<file path="src/rtl/clock_switch_controller_pkg.sv">
// Shared types for the clock switch controller: FSM states and source encoding.
package clock_switch_controller_pkg;

    typedef enum logic [1:0] {
        ST_IDLE    = 2'd0,
        ST_SETTLE  = 2'd1,
        ST_HOLDOFF = 2'd2
    } state_t;

    localparam logic SOURCE_0 = 1'b0;
    localparam logic SOURCE_1 = 1'b1;

endpackage

</file>
<file path="src/rtl/round_robin_arbiter.sv">
// One-hot rotating-priority arbiter; priority moves to the index after the last grant.
module round_robin_arbiter #(
    parameter int N = 2
) (
    input  logic         i_clock,
    input  logic         i_reset,
    input  logic         i_enable,
    input  logic [N-1:0] i_request,
    output logic [N-1:0] o_grant
);

    localparam int PTR_W = (N > 1) ? $clog2(N) : 1;

    logic [PTR_W-1:0] r_ptr;
    logic [PTR_W-1:0] w_ptr_next;
    logic             w_found;

    // Scan from the current priority holder and take the first active request.
    always_comb begin
        o_grant    = '0;
        w_ptr_next = r_ptr;
        w_found    = 1'b0;
        if (i_enable) begin
            for (int i = 0; i < N; i++) begin
                if (!w_found && i_request[(int'(r_ptr) + i) % N]) begin
                    o_grant[(int'(r_ptr) + i) % N] = 1'b1;
                    w_ptr_next = PTR_W'((int'(r_ptr) + i + 1) % N);
                    w_found    = 1'b1;
                end
            end
        end
    end

    always_ff @(posedge i_clock or posedge i_reset) begin
        if (i_reset) begin
            r_ptr <= '0;
        end else begin
            r_ptr <= w_ptr_next;
        end
    end

endmodule

</file>
<file path="src/rtl/clock_switch_controller.sv">
// Sequences glitch-free clock source switches: arbitrates requests, settles, holds off.
module clock_switch_controller
    import clock_switch_controller_pkg::*;
#(
    parameter int REQUESTERS     = 2,
    parameter int SETTLE_CYCLES  = 8,
    parameter int HOLDOFF_CYCLES = 4
) (
    input  logic                  i_clock,
    input  logic                  i_reset,
    input  logic [REQUESTERS-1:0] i_request_valid,
    input  logic [REQUESTERS-1:0] i_request_source,
    output logic [REQUESTERS-1:0] o_request_ready,
    input  logic                  i_clock_0_alive,
    input  logic                  i_clock_1_alive,
    output logic                  o_select,
    output logic                  o_switching,
    output logic                  o_request_rejected,
    output logic                  o_fallback_taken
);

    localparam int MAXC = (SETTLE_CYCLES > HOLDOFF_CYCLES) ? SETTLE_CYCLES : HOLDOFF_CYCLES;
    localparam int CW   = $clog2(MAXC + 1);
    localparam logic [CW-1:0] SETTLE_LOAD  = CW'(SETTLE_CYCLES - 1);
    localparam logic [CW-1:0] HOLDOFF_LOAD = CW'((HOLDOFF_CYCLES > 0) ? HOLDOFF_CYCLES - 1 : 0);

    state_t          r_state, w_state_next;
    logic [CW-1:0]   r_count, w_count_next;
    logic            r_select, w_select_next;
    logic            r_rejected, w_rejected_next;
    logic            r_fallback, w_fallback_next;

    logic                  w_sel_alive;
    logic                  w_alt_alive;
    logic                  w_fallback_start;
    logic                  w_arb_enable;
    logic [REQUESTERS-1:0] w_grant;
    logic                  w_granted;
    logic                  w_target;
    logic                  w_target_alive;

    assign w_sel_alive      = (r_select == SOURCE_0) ? i_clock_0_alive : i_clock_1_alive;
    assign w_alt_alive      = (r_select == SOURCE_0) ? i_clock_1_alive : i_clock_0_alive;
    // Fallback outranks requests; nothing is granted while reset is held.
    assign w_fallback_start = (r_state == ST_IDLE) && !i_reset && !w_sel_alive && w_alt_alive;
    assign w_arb_enable     = (r_state == ST_IDLE) && !i_reset && !w_fallback_start;

    round_robin_arbiter #(.N(REQUESTERS)) u_arbiter (
        .i_clock  (i_clock),
        .i_reset  (i_reset),
        .i_enable (w_arb_enable),
        .i_request(i_request_valid),
        .o_grant  (w_grant)
    );

    assign w_granted      = |w_grant;
    assign w_target       = |(w_grant & i_request_source);
    assign w_target_alive = (w_target == SOURCE_1) ? i_clock_1_alive : i_clock_0_alive;

    always_comb begin
        w_state_next    = r_state;
        w_count_next    = r_count;
        w_select_next   = r_select;
        w_rejected_next = 1'b0;
        w_fallback_next = 1'b0;
        case (r_state)
            ST_IDLE: begin
                if (w_fallback_start) begin
                    w_select_next   = ~r_select;
                    w_state_next    = ST_SETTLE;
                    w_count_next    = SETTLE_LOAD;
                    w_fallback_next = 1'b1;
                end else if (w_granted && (w_target != r_select)) begin
                    if (w_target_alive) begin
                        w_select_next = w_target;
                        w_state_next  = ST_SETTLE;
                        w_count_next  = SETTLE_LOAD;
                    end else begin
                        w_rejected_next = 1'b1;
                    end
                end
            end
            ST_SETTLE: begin
                if (r_count == '0) begin
                    if (HOLDOFF_CYCLES == 0) begin
                        w_state_next = ST_IDLE;
                        w_count_next = '0;
                    end else begin
                        w_state_next = ST_HOLDOFF;
                        w_count_next = HOLDOFF_LOAD;
                    end
                end else begin
                    w_count_next = r_count - 1'b1;
                end
            end
            ST_HOLDOFF: begin
                if (r_count == '0) begin
                    w_state_next = ST_IDLE;
                end else begin
                    w_count_next = r_count - 1'b1;
                end
            end
            default: begin
                w_state_next = ST_IDLE;
                w_count_next = '0;
            end
        endcase
    end

    always_ff @(posedge i_clock or posedge i_reset) begin
        if (i_reset) begin
            r_state    <= ST_IDLE;
            r_count    <= '0;
            r_select   <= SOURCE_0;
            r_rejected <= 1'b0;
            r_fallback <= 1'b0;
        end else begin
            r_state    <= w_state_next;
            r_count    <= w_count_next;
            r_select   <= w_select_next;
            r_rejected <= w_rejected_next;
            r_fallback <= w_fallback_next;
        end
    end

    assign o_request_ready    = w_grant;
    assign o_select           = r_select;
    assign o_switching        = (r_state != ST_IDLE);
    assign o_request_rejected = r_rejected;
    assign o_fallback_taken   = r_fallback;

endmodule

</file>
<file path="config.mk">
export PLATFORM = sky130hd
export DESIGN_NAME = clock_switch_controller
export DESIGN_NICKNAME = d
export VERILOG_FILES = /design/src/rtl/clock_switch_controller_pkg.sv /design/src/rtl/round_robin_arbiter.sv /design/src/rtl/clock_switch_controller.sv
export SDC_FILE = /design/constraint.sdc
export NUM_CORES = 1
export LEC_CHECK = 0
export ABC_AREA = 1
export CELL_PAD_IN_SITES_DETAIL_PLACEMENT = 0
export CELL_PAD_IN_SITES_GLOBAL_PLACEMENT = 1
export CORE_ASPECT_RATIO = 1.5
export CORE_UTILIZATION = 36
export CTS_BUF_LIST = sky130_fd_sc_hd__clkbuf_2 sky130_fd_sc_hd__clkbuf_4 sky130_fd_sc_hd__clkbuf_8
export CTS_CLUSTER_DIAMETER = 120
export CTS_CLUSTER_SIZE = 16
export DETAILED_ROUTE_END_ITERATION = 16
export PLACE_DENSITY = 0.8
export SETUP_SLACK_MARGIN = 0.1
export SLEW_MARGIN = 20
export SYNTH_ARGS = -nofsm -noshare
export SYNTH_HDL_FRONTEND = slang
export SYNTH_HIERARCHICAL = 1
export SYNTH_SLANG_ARGS = --single-unit
</file>
<file path="constraint.sdc">
create_clock -name i_clock -period 2.6 [get_ports i_clock]
set_clock_uncertainty 0.2 [all_clocks]
set_input_delay 0.52 -clock i_clock [delete_from_list [all_inputs] [get_ports i_clock]]
set_output_delay 0.52 -clock i_clock [all_outputs]
set_load 0.01 [all_outputs]
</file>
Word level (Yosys, flattened, before mapping)
Index checks and enable logic that the tools add are counted.
{"block": "totals", "ff_bits": 10, "in_bits": 8, "out_inout_bits": 6, "word_cells": 90}
{"block": "op_classes", "add_sub_neg": 3, "magnitude_cmp": 4, "eq_ne": 8, "n_mux": 41, "n_bitwise": 4, "reduce_logical": 24}
{"cell": "$mux 1", "n": 23}
{"cell": "$mux 4", "n": 5}
{"cell": "$mux 2", "n": 9}
{"cell": "$pmux 4 s3", "n": 1}
{"cell": "$logic_and 1x1->1", "n": 8}
{"cell": "$reduce_bool 2->1", "n": 4}
{"cell": "$ne 2x2->1 const B", "n": 3}
{"cell": "$pmux 2 s3", "n": 1}
{"cell": "$reduce_and 3->1", "n": 2}
{"cell": "$logic_not 1->1", "n": 4}
{"cell": "$logic_not 4->1", "n": 1}
{"cell": "$reduce_and 4->1", "n": 1}
{"cell": "$reduce_or 2->1", "n": 2}
{"cell": "$sub 4x1->4 const B", "n": 1}
{"cell": "$lt 2x3->1 const B", "n": 1}
{"cell": "$ne 3x2->1 const B", "n": 1}
{"cell": "$ne 3x3->1 const B", "n": 1}
{"cell": "$add 1x1->1 const B", "n": 2}
{"cell": "$and 2x2->2", "n": 1}
{"cell": "$demux 1 s1", "n": 2}
{"cell": "$eq 2x1->1 const B", "n": 1}
{"cell": "$eq 2x2->1 const B", "n": 1}
{"cell": "$ge 2x1->1 const B", "n": 1}
{"cell": "$logic_not 2->1", "n": 1}
{"cell": "7 further kinds", "n": 7}

Depth between registers and ports, before layout
{"block": "logic_depth", "depth_word": 18, "ltp_mapped": 16}

Hierarchy
Netlist, hierarchy kept.
{"mod": "clock_switch_controller", "instances": 1, "cells_each": 96, "area_each_um2": 640.6}
{"mod": "round_robin_arbiter", "instances": 1, "cells_each": 10, "area_each_um2": 70.1}

Worst setup path before layout
Ideal clock, no wire load.
{"block": "synth_path", "path_kind": "input to register", "startpoint": "input port i_clock_1_alive", "endpoint": "register r_count[0]", "setup_ps": 66, "arrival_ps": 2041, "t_required_ps": 2334, "setup_slack_ps": 294, "stages": 16, "path_cell_list": "inv_1 > nand2_1 > nand2_1 > nand3_4 > inv_1 > nor3_1 > nand2_1 > a21oi_2 > nand2_1 > nand2_1 > nand2_1 > nand2_1 > nand3_2 > nand3_2 > nand2_1 > nand2_1"}
{"block": "synth_between", "elab_chain_cells": 13, "elab_cells_between_ends": 19, "classes_between": "eq/ne (3); mux (6); bitwise (1); reduce/logical (9)"}
{"element": "start: declaration", "line_no": "clock_switch_controller.sv:15", "source": "input logic i_clock_1_alive,"}
{"element": "$mux 1", "line_no": "clock_switch_controller.sv:42", "source": "assign w_sel_alive = (r_select == SOURCE_0) ? i_clock_0_alive : i_clock_1_alive;"}
{"element": "$logic_not 1->1", "line_no": "clock_switch_controller.sv:45", "source": "assign w_fallback_start = (r_state == ST_IDLE) && !i_reset && !w_sel_alive && w_alt_alive;"}
{"element": "$logic_and 1x1->1", "line_no": "clock_switch_controller.sv:45"}
{"element": "$logic_and 1x1->1 (*)", "line_no": "clock_switch_controller.sv:45"}
{"element": "$logic_not 1->1 (*)", "line_no": "clock_switch_controller.sv:46", "source": "assign w_arb_enable = (r_state == ST_IDLE) && !i_reset && !w_fallback_start;"}
{"element": "$logic_and 1x1->1 (*)", "line_no": "clock_switch_controller.sv:46"}
{"element": "named net w_arb_enable", "line_no": "clock_switch_controller.sv:36", "source": "logic w_arb_enable;"}
{"element": "$mux 2 (*)", "line_no": "round_robin_arbiter.sv:23", "source": "if (i_enable) begin"}
{"element": "named net o_request_ready[1]", "line_no": "clock_switch_controller.sv:13", "source": "output logic [REQUESTERS-1:0] o_request_ready,"}
{"element": "$and 2x2->2", "line_no": "clock_switch_controller.sv:57", "source": "assign w_target = |(w_grant & i_request_source);"}
{"element": "$reduce_or 2->1", "line_no": "clock_switch_controller.sv:57"}
{"element": "$ne 1x1->1", "line_no": "clock_switch_controller.sv:73", "source": "end else if (w_granted && (w_target != r_select)) begin"}
{"element": "$logic_and 1x1->1", "line_no": "clock_switch_controller.sv:73"}
{"element": "$ne 3x2->1 (no source line)"}
{"element": "$reduce_and 3->1 (no source line) (*)"}
{"element": "end signal: assignment", "line_no": "clock_switch_controller.sv:119", "source": "r_count <= w_count_next;"}
{"element": "end: declaration", "line_no": "clock_switch_controller.sv:28", "source": "logic [CW-1:0] r_count, w_count_next;"}
The timed path passes the listed nets; every way through them passes the cells marked *.
A chain may end at the register's enable or synchronous reset.

Worst setup path after layout
{"block": "layout_path", "startpoint": "input port i_clock_0_alive", "endpoint": "output port o_request_ready[0]"}
{"block": "layout_between", "elab_chain_cells": 7, "elab_cells_between_ends": 8, "classes_between": "mux (3); reduce/logical (5)"}
{"element": "start: declaration", "line_no": "clock_switch_controller.sv:14", "source": "input logic i_clock_0_alive,"}
{"element": "$mux 1", "line_no": "clock_switch_controller.sv:42"}
{"element": "$logic_not 1->1", "line_no": "clock_switch_controller.sv:45"}
{"element": "$logic_and 1x1->1", "line_no": "clock_switch_controller.sv:45"}
{"element": "$logic_and 1x1->1 (*)", "line_no": "clock_switch_controller.sv:45"}
{"element": "$logic_not 1->1 (*)", "line_no": "clock_switch_controller.sv:46"}
{"element": "$logic_and 1x1->1 (*)", "line_no": "clock_switch_controller.sv:46"}
{"element": "named net w_arb_enable", "line_no": "clock_switch_controller.sv:36"}
{"element": "$mux 2 (*)", "line_no": "round_robin_arbiter.sv:23"}
{"element": "end: declaration", "line_no": "clock_switch_controller.sv:13"}
Marks and branches as above.

==> flow_metrics.tcl <==
set metrics [dict create \
    placed_cells_incl_taps 150 \
    rows 19 \
    synth_most_common_cell "sky130_fd_sc_hd__nand2_1" \
    global_route.overflow_total 0 \
    timing_worst_slew_pin_value_ns 0.6280 \
    critPathRequiredTime_ns 1.88 \
    antenna-diode-count 0 \
    p_seq_share_pct 22.7 \
    rsz0062_at_grt "no" \
    htree_levels 1 \
    adder_cell_share_of_the_synthesized_area_pct 3.521 \
    non_filler_cells_in_the_finished_layout 170 \
    cts_hold_buffers_added 0 \
    r2r_end "r_count[3]" \
    result_of_the_run "finished, final reports clean" \
    power.internal_mw 0.6441 \
    synth_seq_area_share_pct 35.21 \
    synth-warning-count 6 \
    synthTopCellsByCount "sky130_fd_sc_hd__nand2_1, sky130_fd_sc_hd__inv_1, sky130_fd_sc_hd__dfrtp_1, sky130_fd_sc_hd__nand3_1, sky130_fd_sc_hd__nor2_1" \
    dominant_combinational_cell_family_by_area_after_synthesis "simple AND/OR/NAND/NOR gates" \
    post_synth_xor_area_fraction_pct 0 \
    antenna_left 0 \
    cap_violations 0 \
    timing.max_slew.rel_slack_pct 57.98 \
    family_of_cells_with_the_greatest_summed_delay_on_the_critical_path "buffers and inverters" \
    crit_path_cell_trace "dlygate4sd2_1 > inv_1 > nand2_2 > nand3_4 > inv_2 > nor3_4 > nand2_1 > a21oi_2 > buf_2" \
    final-setup-viol-count 0 \
    detailroute.via_count 803 \
    cp_max_fo 3 \
    cts_tree "built" \
    power_switching_mw 0.5518 \
    clock-root-buffer "sky130_fd_sc_hd__clkbuf_4" \
    portBuffers 13 \
    synth_fp_nets 116 \
    finalCoreUtilization_pct 61.54 \
    groute.usage.overall_pct 21.26 \
    dp.final_hpwl_mm 1.347 \
    fraction_of_power_spent_switching_nets_pct 46.14 \
    vias_per_instance 4.724 \
    netlist_top_cells_area "sky130_fd_sc_hd__dfrtp_1, sky130_fd_sc_hd__nand2_1, sky130_fd_sc_hd__inv_1" \
    floorplan.die_area_um2 2159 \
    share_clk_of_total_power_pct 11.9 \
    peakVddDrop_mv 0.5977 \
    power.leakage_nw 0.6153 \
    flops_latches_synth 10 \
    grt_max_degree 10 \
    hold_class "input pin to async pin" \
    fin_nets 160 \
    antenna_found_initial 0 \
    worst_setup_hold_path_clk_slew_ns 0.07 \
    syn_area_um2 710.7 \
    layout-drive-gt1-share_pct 35.57 \
    finalInstanceArea_um2 1141 \
    cts_buffer_depth 2 \
    grt_first_pass_wirelength_mm 3.236 \
    synth_top_area_share_pct 35.21 \
    design.portCount 14 \
    synth-edff-count 0 \
    routedWlPerCell_um 11.15 \
    die_h_um 56.42 \
    regToRegSetupSlack_ns 0.30 \
    postPlaceCellArea_um2 942.2 \
    critPathSlowestCell "sky130_fd_sc_hd__dlygate4sd2_1" \
    floorplan.core_area_um2 1854 \
    post-route-drc-count 0 \
    worst_r2r_path_depth 16 \
    synth-main-ff-cell "sky130_fd_sc_hd__dfrtp_1" \
    worst_ep_arrival_time_ns 1.63 \
    synth_area_per_cell_um2 6.705 \
    final.period_utilization_pct 90.35 \
    drt_pass1_iterations 2 \
    cts.sink_count 10 \
    worstSetupPathType "input pin to primary output" \
    synth_simple_gate_area_share_pct 46.30 \
    timing.hold.ws_ns 0.1834 \
    layout-area-overhead-vs-synth_pct 60.56 \
    fmax_mhz 425.7 \
    critical_path.reg2reg.startpoint "r_state[1]" \
    cts_made_buffers 3 \
    detailedRoute.firstIterationViolations 9 \
    gp_routability_congestion 0.7215 \
    power_density_nw_per_um2 1048 \
    share_of_cell_area_taken_by_muxes_after_synthesis_pct 0 \
    timing.final.hold_violations 0 \
    worstPathBufferInverterCount 4 \
    fillers 170 \
    count_of_unique_library_cells_instantiated_by_yosys 17 \
    slew_viol_final 0 \
    fin_crit_period_ns 2.349 \
    setup.worst_path.end_class "primary output" \
    share_comb_of_total_power_pct 65.4 \
    routed_wirelength_mm 1.896 \
    worstSkewPairLatency_ns 0.27 \
    synth_async_sr_flop_share_pct 100.0 \
    first_global_vias 835 \
    synth_cells 106 \
    floorplan.initialDensity_pct 38.33 \
    synth_compound_area_share_pct 5.986 \
    synth_top_area_cell "sky130_fd_sc_hd__dfrtp_1" \
    crit_path_max_incr_delay_ns 0.25 \
    startpoint_type_of_the_worst_setup_path "input pin" \
    die_w_um 38.28 \
]
## layer usage
metal  global-route usage [%]  share of wire [%]  up-vias
li1                         -                  -      425
met1                    20.26                 35      357
met2                    41.16                 60       15
met3                    2.372                1.6        6
met4                    9.184                2.7        0
met5                        0                  0        -
## power by group through the flow
stage | clock [mW] | combinational [mW] | sequential, mW
after floorplan | 0 | 0.434 | 0.276
after global placement | 0 | 0.633 | 0.276
after detailed placement | 0 | 0.641 | 0.279
after CTS | 0.145 | 0.715 | 0.276
after global routing | 0.155 | 0.879 | 0.282
final | 0.143 | 0.782 | 0.272
## flip-flops by register name, indices dropped and copies added, names as in the netlist
signal              count
r_state                 2
u_arbiter/r_ptr         1
r_count                 4
o_select                1
o_fallback_taken        1
o_request_rejected      1
## logic make-up (layout without fill, tap and decap cells)
logic type | after synthesis | after routing
simple gates | 70 | 70
buf+inv | 17 | 60
flops | 10 | 10
compound gates | 7 | 7
fa+ha+maj | 2 | 2
## cell usage in the layout, fill, tap and decap left out, drive strengths merged
cell type	instances
inv	17
ha	2
clkbuf	4
or2	1
dlygate4sd2	3
nand4	5
clkdlybuf4s50	8
nand3	14
nor2	8
a21oi	2
nand2	41
nor3	1
buf	28
o21ai	5
dfrtp	10
## through the flow
stage          setup TNS, ns  power [mW]  setup WS [ns]
2_1_floorplan              0      0.7096         0.2939
5_1_grt                    0       1.315         0.1170
6_report                   0       1.196         0.2510
3_5_place_dp          -3.619      0.9201        -0.5002
3_3_place_gp          -3.078      0.9094        -0.4706
4_1_cts                    0       1.136         0.2299
## timing repair
action | CTS | global route
setup endpoints to repair | 9 | 10
gates cloned | 0 | 0
resized for setup | 19 | 5
pin swaps | 8 | 2
buffers inserted | 13 | 3
hold endpoints to repair | 0 | 0
## tightest hold or removal path, cell delays in order
cell and delay [ns]:
sky130_fd_sc_hd__dlygate4sd2_1 0.25, sky130_fd_sc_hd__buf_4 0.15, sky130_fd_sc_hd__inv_1 0.05
## worst max-delay path by stage
stage          cells after the start       startpoint            endpoint
2_1_floorplan                     16  i_clock_1_alive          r_count[0]
3_3_place_gp                      10  i_clock_1_alive  o_request_ready[1]
3_5_place_dp                      10  i_clock_1_alive  o_request_ready[0]
4_1_cts                            9       r_state[0]  o_request_ready[0]
5_1_grt                           18  i_clock_1_alive          r_count[3]
6_report                           9  i_clock_0_alive  o_request_ready[0]
## final cells by class
cell class | instances | area [um2] | area share (%)
clock buffer | 4 | 36.28 | 3.180
inverter | 17 | 63.81 | 5.592
multi-input combinational | 79 | 452.9 | 39.69
sequential | 10 | 250.2 | 21.93
tap | 21 | 26.28 | 2.303
timing repair buffer | 39 | 311.5 | 27.30
Note: power is estimated with default switching activity, not from simulation.
